$ cat src/rtl/dmem_pkg.sv
// Shared types and constants for the CPU data-memory store buffer.
package dmem_pkg;

    localparam int unsigned DMEM_AW = 16;
    localparam int unsigned DMEM_DW = 16;

    localparam logic RW_READ  = 1'b1;
    localparam logic RW_WRITE = 1'b0;

    typedef enum logic {
        StIdle,
        StResp
    } dmem_state_e;

    typedef struct packed {
        logic [DMEM_AW-1:0] addr;
        logic [DMEM_DW-1:0] data;
    } dmem_entry_t;

endpackage

$ cat src/rtl/store_buf_fifo.sv
// Posted-store FIFO: circular storage with head/tail pointers, occupancy count and a
// youngest-entry address match used for load forwarding.
module store_buf_fifo
    import dmem_pkg::*;
#(
    parameter int unsigned AW    = DMEM_AW,
    parameter int unsigned DW    = DMEM_DW,
    parameter int unsigned DEPTH = 4
) (
    input  logic          ck_i,
    input  logic          rst_i,
    input  logic          push_i,
    input  logic [AW-1:0] push_addr_i,
    input  logic [DW-1:0] push_data_i,
    input  logic          pop_i,
    input  logic [AW-1:0] lookup_addr_i,
    output logic [AW-1:0] head_addr_o,
    output logic [DW-1:0] head_data_o,
    output logic          hit_o,
    output logic [DW-1:0] hit_data_o,
    output logic          full_o,
    output logic          empty_o
);

    localparam int unsigned PtrW = $clog2(DEPTH);
    localparam int unsigned CntW = $clog2(DEPTH + 1);

    logic [AW-1:0]   addr_q [DEPTH];
    logic [DW-1:0]   data_q [DEPTH];
    logic [PtrW-1:0] wr_ptr_q, rd_ptr_q;
    logic [CntW-1:0] count_q, count_d;
    logic [PtrW-1:0] idx;

    always_comb begin
        count_d = count_q;
        unique case ({push_i, pop_i})
            2'b10:   count_d = count_q + 1'b1;
            2'b01:   count_d = count_q - 1'b1;
            default: count_d = count_q;
        endcase
    end

    always_ff @(posedge ck_i or posedge rst_i) begin
        if (rst_i) begin
            wr_ptr_q <= '0;
            rd_ptr_q <= '0;
            count_q  <= '0;
            for (int i = 0; i < int'(DEPTH); i++) begin
                addr_q[i] <= '0;
                data_q[i] <= '0;
            end
        end else begin
            if (push_i) begin
                addr_q[wr_ptr_q] <= push_addr_i;
                data_q[wr_ptr_q] <= push_data_i;
                wr_ptr_q         <= wr_ptr_q + 1'b1;
            end
            if (pop_i) begin
                rd_ptr_q <= rd_ptr_q + 1'b1;
            end
            count_q <= count_d;
        end
    end

    // Walk from oldest to youngest so the last match seen is the youngest one.
    always_comb begin
        hit_o      = 1'b0;
        hit_data_o = '0;
        idx        = '0;
        for (int i = 0; i < int'(DEPTH); i++) begin
            idx = rd_ptr_q + PtrW'(i);
            if ((CntW'(i) < count_q) && (addr_q[idx] == lookup_addr_i)) begin
                hit_o      = 1'b1;
                hit_data_o = data_q[idx];
            end
        end
    end

    assign head_addr_o = addr_q[rd_ptr_q];
    assign head_data_o = data_q[rd_ptr_q];
    assign full_o      = (count_q == CntW'(DEPTH));
    assign empty_o     = (count_q == '0);

endmodule

$ cat src/rtl/dmem_store_buffer.sv
// Write-buffered data-memory port: posts CPU stores, drains them to RAM when the port is
// free, and answers loads by forwarding from the buffer or reading RAM.
module dmem_store_buffer
    import dmem_pkg::*;
#(
    parameter int unsigned AW    = DMEM_AW,
    parameter int unsigned DW    = DMEM_DW,
    parameter int unsigned DEPTH = 4
) (
    input  logic          ck_i,
    input  logic          rst_i,
    input  logic [AW-1:0] da_i,
    input  logic [DW-1:0] dwr_i,
    input  logic          rw_i,
    input  logic          vld_i,
    output logic          stall_o,
    output logic [DW-1:0] drd_o,
    output logic          rdv_o,
    input  logic          flush_i,
    output logic          empty_o,
    input  logic          mgnt_i,
    output logic [AW-1:0] ma_o,
    output logic [DW-1:0] mwd_o,
    output logic          mwe_o,
    output logic          mre_o,
    input  logic [DW-1:0] mrd_i
);

    dmem_state_e   state_q, state_d;
    logic          hit_q, hit_d;
    logic [DW-1:0] fwd_q, fwd_d;

    logic          is_ld, is_st, ld_hit, ld_miss, miss_go, ld_go;
    logic          pop, push;
    logic          fifo_hit, fifo_full, fifo_empty;
    logic [DW-1:0] fifo_hit_data, head_data;
    logic [AW-1:0] head_addr;

    store_buf_fifo #(
        .AW    (AW),
        .DW    (DW),
        .DEPTH (DEPTH)
    ) u_fifo (
        .ck_i          (ck_i),
        .rst_i         (rst_i),
        .push_i        (push),
        .push_addr_i   (da_i),
        .push_data_i   (dwr_i),
        .pop_i         (pop),
        .lookup_addr_i (da_i),
        .head_addr_o   (head_addr),
        .head_data_o   (head_data),
        .hit_o         (fifo_hit),
        .hit_data_o    (fifo_hit_data),
        .full_o        (fifo_full),
        .empty_o       (fifo_empty)
    );

    assign is_ld   = vld_i && (rw_i == RW_READ);
    assign is_st   = vld_i && (rw_i == RW_WRITE);
    assign ld_hit  = is_ld && fifo_hit;
    assign ld_miss = is_ld && !fifo_hit;
    assign miss_go = ld_miss && mgnt_i;
    assign ld_go   = ld_hit || miss_go;

    // A load miss only bypasses non-matching stores, so it may take the port ahead of a drain.
    assign pop  = !fifo_empty && mgnt_i && !ld_miss;
    assign push = is_st && !flush_i && (!fifo_full || pop);

    assign stall_o = (ld_miss && !mgnt_i) || (is_st && !push);

    always_comb begin
        mre_o = miss_go;
        mwe_o = pop;
        ma_o  = '0;
        mwd_o = '0;
        if (miss_go) begin
            ma_o = da_i;
        end else if (pop) begin
            ma_o  = head_addr;
            mwd_o = head_data;
        end
    end

    always_comb begin
        state_d = ld_go ? StResp : StIdle;
        hit_d   = hit_q;
        fwd_d   = fwd_q;
        if (ld_go) begin
            hit_d = ld_hit;
            fwd_d = fifo_hit_data;
        end
    end

    always_ff @(posedge ck_i or posedge rst_i) begin
        if (rst_i) begin
            state_q <= StIdle;
            hit_q   <= 1'b0;
            fwd_q   <= '0;
        end else begin
            state_q <= state_d;
            hit_q   <= hit_d;
            fwd_q   <= fwd_d;
        end
    end

    always_comb begin
        rdv_o = (state_q == StResp);
        drd_o = '0;
        if (rdv_o) begin
            drd_o = hit_q ? fwd_q : mrd_i;
        end
    end

    assign empty_o = fifo_empty;

endmodule

$ cat config.mk
export PLATFORM = sky130hd
export DESIGN_NAME = dmem_store_buffer
export DESIGN_NICKNAME = d
export VERILOG_FILES = /design/src/rtl/dmem_pkg.sv /design/src/rtl/store_buf_fifo.sv /design/src/rtl/dmem_store_buffer.sv
export SDC_FILE = /design/constraint.sdc
export NUM_CORES = 1
export LEC_CHECK = 0
export BUFFER_PORTS_ARGS = -buffer_cell sky130_fd_sc_hd__buf_4
export CORE_AREA = 2 2 98 194
export DETAILED_ROUTE_END_ITERATION = 6
export DIE_AREA = 0 0 100 196
export PLACE_DENSITY = 0.87
export SYNTH_ARGS = -nofsm -noshare
export SYNTH_HDL_FRONTEND = slang
export SYNTH_SLANG_ARGS = --single-unit
export TNS_END_PERCENT = 10
$ cat constraint.sdc
create_clock -name ck_i -period 5.3 [get_ports ck_i]
set_input_delay 0.795 -clock ck_i [delete_from_list [all_inputs] [get_ports ck_i]]
set_output_delay 0.795 -clock ck_i [all_outputs]
set_load 0.03 [all_outputs]
Word-level counts from Yosys, hierarchy flattened
Index checks and enable logic that the tools add are counted.
- add/sub/neg operators: 6
- order comparisons: 10
- equality and inequality tests: 7
- multiplexer cells: 44
- bitwise logic cells: 6
- reduce and logical (&&, ||, !) cells: 28
- operator list (kind ; count):
    16-bit 2-to-1 mux ; 27
    16-bit binary-select mux with 2-bit select ; 8
    64-bit bitwise mux ; 2
    16-bit == test ; 4
    16-bit demux with 2-bit select ; 1
    1-bit logical AND ; 16
    3-bit >= comparator (second input constant) ; 5
    2-bit inverter with 3-bit output ; 5
    1-bit zero test ; 7
    1-bit by 3-bit less-than comparator with 1-bit output (first input constant) ; 2
    2-bit by 3-bit less-than comparator with 1-bit output (first input constant) ; 2
    3-bit case mux with 2 select lines ; 1
    1-bit 2-to-1 mux ; 5
    2-bit by 1-bit adder with 2-bit output (second input constant) ; 2
    2-bit adder (second input constant) ; 2
    3-bit by 1-bit adder with 3-bit output (second input constant) ; 1
    3-bit == test (second input constant) ; 1
    3-bit zero test ; 1
    1-bit logical OR ; 3
    3-bit by 1-bit less-than comparator with 1-bit output (second input constant) ; 1
    3-bit by 1-bit subtractor with 3-bit output (second input constant) ; 1
    2-bit by 1-bit == test with 1-bit output (second input constant) ; 1
    2-bit == test (second input constant) ; 1
    2-bit nonzero test ; 1
    1-bit inverter ; 1
- bits in registers: 153
- bits of input ports: 54
- output and inout port bits: 53
- word-level logic and storage cells: 115

Longest topological paths before layout
- word-level depth: 19
- gate-level depth with buffers: 18
- depth with buffers taken out: 13

Hierarchy
From an unflattened synthesis, not the netlist that was laid out.
- cells, all modules: 999
- area total of the unflattened synthesis: 10933.0 µm²
- by module, submodules not included (module ; times used ; cells an instance ; area an instance (µm²)):
    store_buf_fifo ; 1 ; 878 ; 9587.9
    dmem_store_buffer ; 1 ; 121 ; 1345.0

Least setup slack after synthesis
OpenSTA, ideal clock, no wires.
- kind: flip-flop to output port
- from: register u_fifo.rd_ptr_q[0]
- to: output port ma_o[11]
- arrival time: 3.147 ns
- required time: 4.505 ns
- setup slack: 1.358 ns
- cell stages (with the launch flop): 14
- buffers on the path: 5
- cell sequence: dfrtp_1 > buf_6 > buf_6 > buf_4 > mux2_2 > and3_1 > o21ai_0 > nand2_1 > and2_1 > buf_2 > and3b_1 > nand3_1 > buf_2 > o21ai_0
- longest elaborated chain between the ends: 16
- elaborated cells between the ends (all ways): 38
- RTL lines (what ; RTL line ; source):
    start, declared ; store_buf_fifo.sv:30 ; logic [PtrW-1:0] wr_ptr_q, rd_ptr_q;
    start signal, assigned ; store_buf_fifo.sv:59 ; rd_ptr_q <= rd_ptr_q + 1'b1;
    2-bit by 1-bit adder with 2-bit output / 2-bit inverter with 3-bit output (equally long branches) ; store_buf_fifo.sv:71, store_buf_fifo.sv:72, store_buf_fifo.sv:79 ;
    2-bit inverter with 3-bit output (not written as such) / 16-bit binary-select mux with 2-bit select (equally long branches) ; store_buf_fifo.sv:72, store_buf_fifo.sv:79 ;
    16-bit binary-select mux with 2-bit select / 16-bit 2-to-1 mux (equally long branches) ; store_buf_fifo.sv:72, store_buf_fifo.sv:79 ;
    16-bit 2-to-1 mux, on equally long branches ; store_buf_fifo.sv:72, store_buf_fifo.sv:79 ;
    16-bit 2-to-1 mux (not written as such) / 16-bit == test (equally long branches) ; store_buf_fifo.sv:72 ; if ((CntW'(i) < count_q) && (addr_q[idx] == lookup_addr_i)) begin
    16-bit == test / 1-bit logical AND (equally long branches) ; store_buf_fifo.sv:72 ;
    1-bit logical AND / 1-bit 2-to-1 mux (equally long branches) ; store_buf_fifo.sv:72 ;
    1-bit 2-to-1 mux (3 in a row) ; store_buf_fifo.sv:72 ;
    1-bit zero test ; dmem_store_buffer.sv:62 ; assign ld_miss = is_ld && !fifo_hit;
    1-bit logical AND ; dmem_store_buffer.sv:62 ;
    1-bit zero test ; dmem_store_buffer.sv:67 ; assign pop = !fifo_empty && mgnt_i && !ld_miss;
    1-bit logical AND ; dmem_store_buffer.sv:67 ;
    16-bit 2-to-1 mux ; dmem_store_buffer.sv:79 ; end else if (pop) begin
    16-bit 2-to-1 mux (*) ; dmem_store_buffer.sv:77 ; if (miss_go) begin
    end, declared ; dmem_store_buffer.sv:22 ; output logic [AW-1:0] ma_o,
Every way passes the cells marked *; elsewhere a longest branch is shown, timed or not. The select of a mux whose other input is x is not followed.

Worst setup path in the final report
- from: register u_fifo.rd_ptr_q[1]
- to: output port ma_o[13]
Same word-level chain as after synthesis.

==> flow_results.xml <==
<?xml version="1.0" encoding="UTF-8"?>
<metrics>
  <group name="logic_synthesis">
    <metric name="yosys.area_share.adder" unit="">0.0106</metric>
    <metric name="synth-compound-area-share" unit="">0.119</metric>
    <metric name="ys.warnings.count" unit="">0</metric>
    <metric name="ys_top_cells_by_area" unit="">dfrtp_1 36%, mux2_2 11%, mux4_2 10%</metric>
    <metric name="yosysSeqAreaShare" unit="">0.360</metric>
    <metric name="yosys.area.top_type_share" unit="">0.360</metric>
    <metric name="synth_edf_count" unit="">0</metric>
    <metric name="synthArstFlopShare" unit="">1.00</metric>
    <metric name="post_synth_instance_area" unit="sq mm">0.0106</metric>
    <metric name="synth_simple_gate_area_share" unit="">0.107</metric>
    <metric name="synthXorXnorAreaFrac" unit="">0.0519</metric>
    <metric name="synthesis.instances" unit="">1052</metric>
    <metric name="yosysUniqueCellTypes" unit="">52</metric>
    <metric name="synthesis.nets" unit="">1115</metric>
    <metric name="muxShareOfSynthArea" unit="">0.294</metric>
    <metric name="dominantRegCellSynth" unit="">dfrtp_1</metric>
    <metric name="most_area_hungry_cell_type_in_the_yosys_netlist" unit="">dfrtp_1</metric>
    <metric name="synth_top_family_by_area" unit="">multiplexers</metric>
    <metric name="post_synth.cell_area_avg" unit="sq um">10.1</metric>
    <metric name="postSynthRegisterBits" unit="">153</metric>
  </group>
  <group name="placement">
    <metric name="global_placer_s_final_weighted_congestion" unit="">0.966</metric>
    <metric name="detailedPlace.worstSlack" unit="ns">0.851</metric>
    <metric name="place.port_buffers" unit="">106</metric>
    <metric name="dpl-instance-area" unit="sq mm">0.0115</metric>
    <metric name="detailed_place_hpwl" unit="um">21300</metric>
  </group>
  <group name="global_routing">
    <metric name="grt_pass1_vias" unit="">9148</metric>
    <metric name="global_route.overflow_total" unit="">0</metric>
    <metric name="initial_antenna_violation_count" unit="">1</metric>
    <metric name="first_pass_grt_wire_length" unit="um">48500</metric>
    <metric name="pin_count_of_the_biggest_net_entering_global_routing" unit="">109</metric>
    <metric name="groute.usage.overall" unit="">0.322</metric>
  </group>
  <group name="power">
    <metric name="p_leak" unit="nW">5.26</metric>
    <metric name="total_power" unit="mW">7.78</metric>
    <metric name="irDropWorstVdd" unit="mV">0.285</metric>
    <metric name="power.share.clock" unit="">0.169</metric>
    <metric name="power_frac_seq" unit="">0.297</metric>
    <metric name="cell_internal_pwr" unit="mW">4.43</metric>
    <metric name="sw_frac_of_total" unit="">0.431</metric>
    <metric name="p_sw" unit="mW">3.35</metric>
    <metric name="total_power_per_unit_cell_area" unit="mW/mm^2">641</metric>
    <metric name="power_frac_comb" unit="">0.533</metric>
  </group>
  <group name="timing">
    <metric name="worst_pin_slew" unit="ns">1.08</metric>
    <metric name="finalHoldViolations" unit="">0</metric>
    <metric name="post_route_clock_skew" unit="ns">0.0118</metric>
    <metric name="slew_violations" unit="">0</metric>
    <metric name="rsz0062_at_grt" unit="">no</metric>
    <metric name="timing.final.setup_violations" unit="">0</metric>
    <metric name="timing.final.crit_share" unit="">0.937</metric>
    <metric name="min_period" unit="ns">4.97</metric>
    <metric name="max_slew_margin" unit="">0.281</metric>
    <metric name="max_freq" unit="GHz">0.201</metric>
    <metric name="timing.setup.tns" unit="ns">0</metric>
    <metric name="setup_slack" unit="ns">0.334</metric>
  </group>
  <group name="floorplanning">
    <metric name="fp.coreArea" unit="sq mm">0.0182</metric>
    <metric name="die-area" unit="sq mm">0.0196</metric>
    <metric name="floorplan.rows" unit="">70</metric>
    <metric name="die_height" unit="um">196</metric>
    <metric name="initial_core_utilization" unit="">0.584</metric>
    <metric name="num_io_pins" unit="">107</metric>
    <metric name="die-width" unit="um">100</metric>
  </group>
  <group name="critical_path">
    <metric name="end_kind" unit="">output port</metric>
    <metric name="max_stage_delay" unit="ns">0.63</metric>
    <metric name="worstRegToRegCells" unit="">10</metric>
    <metric name="critical_path.most_common_cell" unit="">buf_4</metric>
    <metric name="critical_path.reg2reg.endpoint" unit="">fwd_q[8]</metric>
    <metric name="critical_path_arrival" unit="ns">4.17</metric>
    <metric name="ordered_list_of_cells_on_the_worst_path" unit="">buf_4, inv_2, buf_4, nor2_1, a221oi_1, a31oi_1, a32oi_2, buf_4, and3b_1, nand3_1, buf_4, o22ai_1, buf_4</metric>
    <metric name="cpMaxStageDelayCell" unit="">dfrtp_4</metric>
    <metric name="critPathLaunchType" unit="">register</metric>
    <metric name="worstPathMaxFanout" unit="">47</metric>
    <metric name="endpoint" unit="">ma_o[13]</metric>
    <metric name="cp.required" unit="ns">4.51</metric>
    <metric name="worst_case_register_to_register_setup_slack" unit="ns">1.27</metric>
    <metric name="timing_worst_setup_path_type" unit="">reg2out</metric>
    <metric name="worst_r2r_startpoint" unit="">u_fifo.rd_ptr_q[1]</metric>
    <metric name="worstSetupStartpoint" unit="">u_fifo.rd_ptr_q[1]</metric>
  </group>
  <group name="routing">
    <metric name="wl_per_cell" unit="um">22.7</metric>
    <metric name="dr_total_vias" unit="">9038</metric>
    <metric name="firstDrtPassIters" unit="">5</metric>
    <metric name="initialDrtViolationCount" unit="">729</metric>
    <metric name="detail_route.drc_violations" unit="">0</metric>
    <metric name="detail_route.vias_per_cell" unit="">6.68</metric>
    <metric name="ant_nets" unit="">0</metric>
    <metric name="route.final.wire_length" unit="um">30700</metric>
  </group>
  <group name="finish">
    <metric name="mostFrequentLayoutCells" unit="">151 x dfrtp_1, 148 x nand2_1, 134 x buf_4</metric>
    <metric name="final_design_area_no_fill" unit="sq mm">0.0121</metric>
    <metric name="share_of_post_route_cells_with_drive_strength_above_1" unit="">0.286</metric>
    <metric name="layout_commonest_cell" unit="">dfrtp_1</metric>
    <metric name="final_core_util" unit="">0.666</metric>
    <metric name="flow.area_growth_from_synthesis" unit="%">14.2</metric>
    <metric name="layout.nets" unit="">1186</metric>
  </group>
  <group name="cts">
    <metric name="cts-hold-fix-buffers" unit="">0</metric>
    <metric name="worst_setup_hold_path_clk_slew" unit="ns">0.06</metric>
    <metric name="cts.repair.resized" unit="">0</metric>
    <metric name="cts.path.max_buffers" unit="">2</metric>
    <metric name="cts.root.buffer_cell" unit="">clkbuf_16</metric>
    <metric name="cts_made_buffers" unit="">17</metric>
    <metric name="cts_tree" unit="">done</metric>
    <metric name="clk-insertion-delay-late" unit="ns">0.44</metric>
    <metric name="post-cts-setup-buffers" unit="">0</metric>
    <metric name="cts.sinks" unit="">153</metric>
    <metric name="cts_htree_levels" unit="">4</metric>
  </group>
  <group name="flow_run">
    <metric name="cap_violations" unit="">0</metric>
  </group>
  <group name="outcome">
    <metric name="status" unit="">completed</metric>
  </group>
  <group name="hold_path">
    <metric name="hold_class" unit="">reg2reg</metric>
  </group>
</metrics>
## logic make-up after synthesis
family                     count (synthesis)
and+or+nand+nor                          255
muxes                                    238
AOI/OAI and AO/OA                        207
DFF                                      153
buffers and inverters                    127
xor gates and xnor gates                  63
adders and majority gates                  9
## flip-flops by register name (all words and copies together), names as in the netlist
signal	cells
u_fifo.addr_q	64
u_fifo.data_q	64
fwd_q	16
u_fifo.count_q	3
u_fifo.rd_ptr_q	2
u_fifo.wr_ptr_q	2
hit_q	1
rdv_o	1
## worst min-delay path by stage
stage / startpoint / endpoint / slack (ns) / cells after the start
after floorplan: u_fifo.addr_q[26] / u_fifo.addr_q[26] / 0.48 / 2
after global placement: u_fifo.addr_q[54] / u_fifo.addr_q[54] / 0.50 / 2
after detailed placement: fwd_q[5] / fwd_q[5] / 0.51 / 2
after CTS: fwd_q[5] / fwd_q[5] / 0.53 / 2
after global routing: fwd_q[9] / fwd_q[9] / 0.54 / 2
final: fwd_q[6] / fwd_q[6] / 0.53 / 2
## cells in the mapped netlist, types with 2 or more instances
cell	number
and2_1	4
a221oi_1	3
and3_1	2
xnor2_1	63
nor4_1	4
clkbuf_1	46
buf_2	15
a31oi_1	2
buf_4	4
o211ai_1	16
o311ai_0	9
nor2b_1	18
buf_6	9
buf_1	6
dfrtp_1	153
nor3_1	4
o21ai_0	119
o311ai_1	8
a21oi_1	18
inv_1	43
mux2_2	102
o22ai_1	5
o21ai_1	2
nand3_1	18
ha_1	9
nand4_1	8
mux2i_1	86
o2111ai_1	17
mux4_2	49
nor2_1	40
nand4b_1	2
nand2_1	148
## critical path, delay by kind of cell, from the launching register on
family	cells	cell delay, ns
compound gates	4	0.96
buf+inv	6	1.74
flops	1	0.63
simple gates	3	0.38
## power by group through the flow
stage / combinational [mW] / sequential (mW) / clock, mW
2_1_floorplan: 3.32 / 1.97 / 0
3_3_place_gp: 3.93 / 2.23 / 0
3_5_place_dp: 4.04 / 2.29 / 0
4_1_cts: 4.10 / 2.28 / 1.33
5_1_grt: 4.45 / 2.37 / 1.37
6_report: 4.15 / 2.31 / 1.32
## cell type report
class / instances / area (sq um)
antenna: 1 / 2.50
clock buffer: 22 / 474
clock inverter: 10 / 164
fill: 1370 / 6080
inverter: 44 / 170
multi-input combinational: 772 / 6200
sequential: 153 / 3840
tap: 216 / 270
timing repair buffer: 135 / 1030
## metal layers
| layer | vias to the layer above | share of wire | wire, um | track usage |
|---|---|---|---|---|
| li1 | 3948 | - | - | - |
| met3 | 178 | 0.076 | 2340 | 0.0474 |
| met1 | 4342 | 0.32 | 9770 | 0.344 |
| met5 | - | 0 | 0 | 0 |
| met2 | 570 | 0.52 | 16100 | 0.560 |
| met4 | 0 | 0.081 | 2490 | 0.247 |
## metrics by stage
step	cells	hold WS (ns)
floorplan	1052	0.482
global placement	1320	0.502
detailed placement	1320	0.512
CTS	1352	0.527
global route	1353	0.538
finish	1353	0.526
Power figures use the tool's default switching activity.
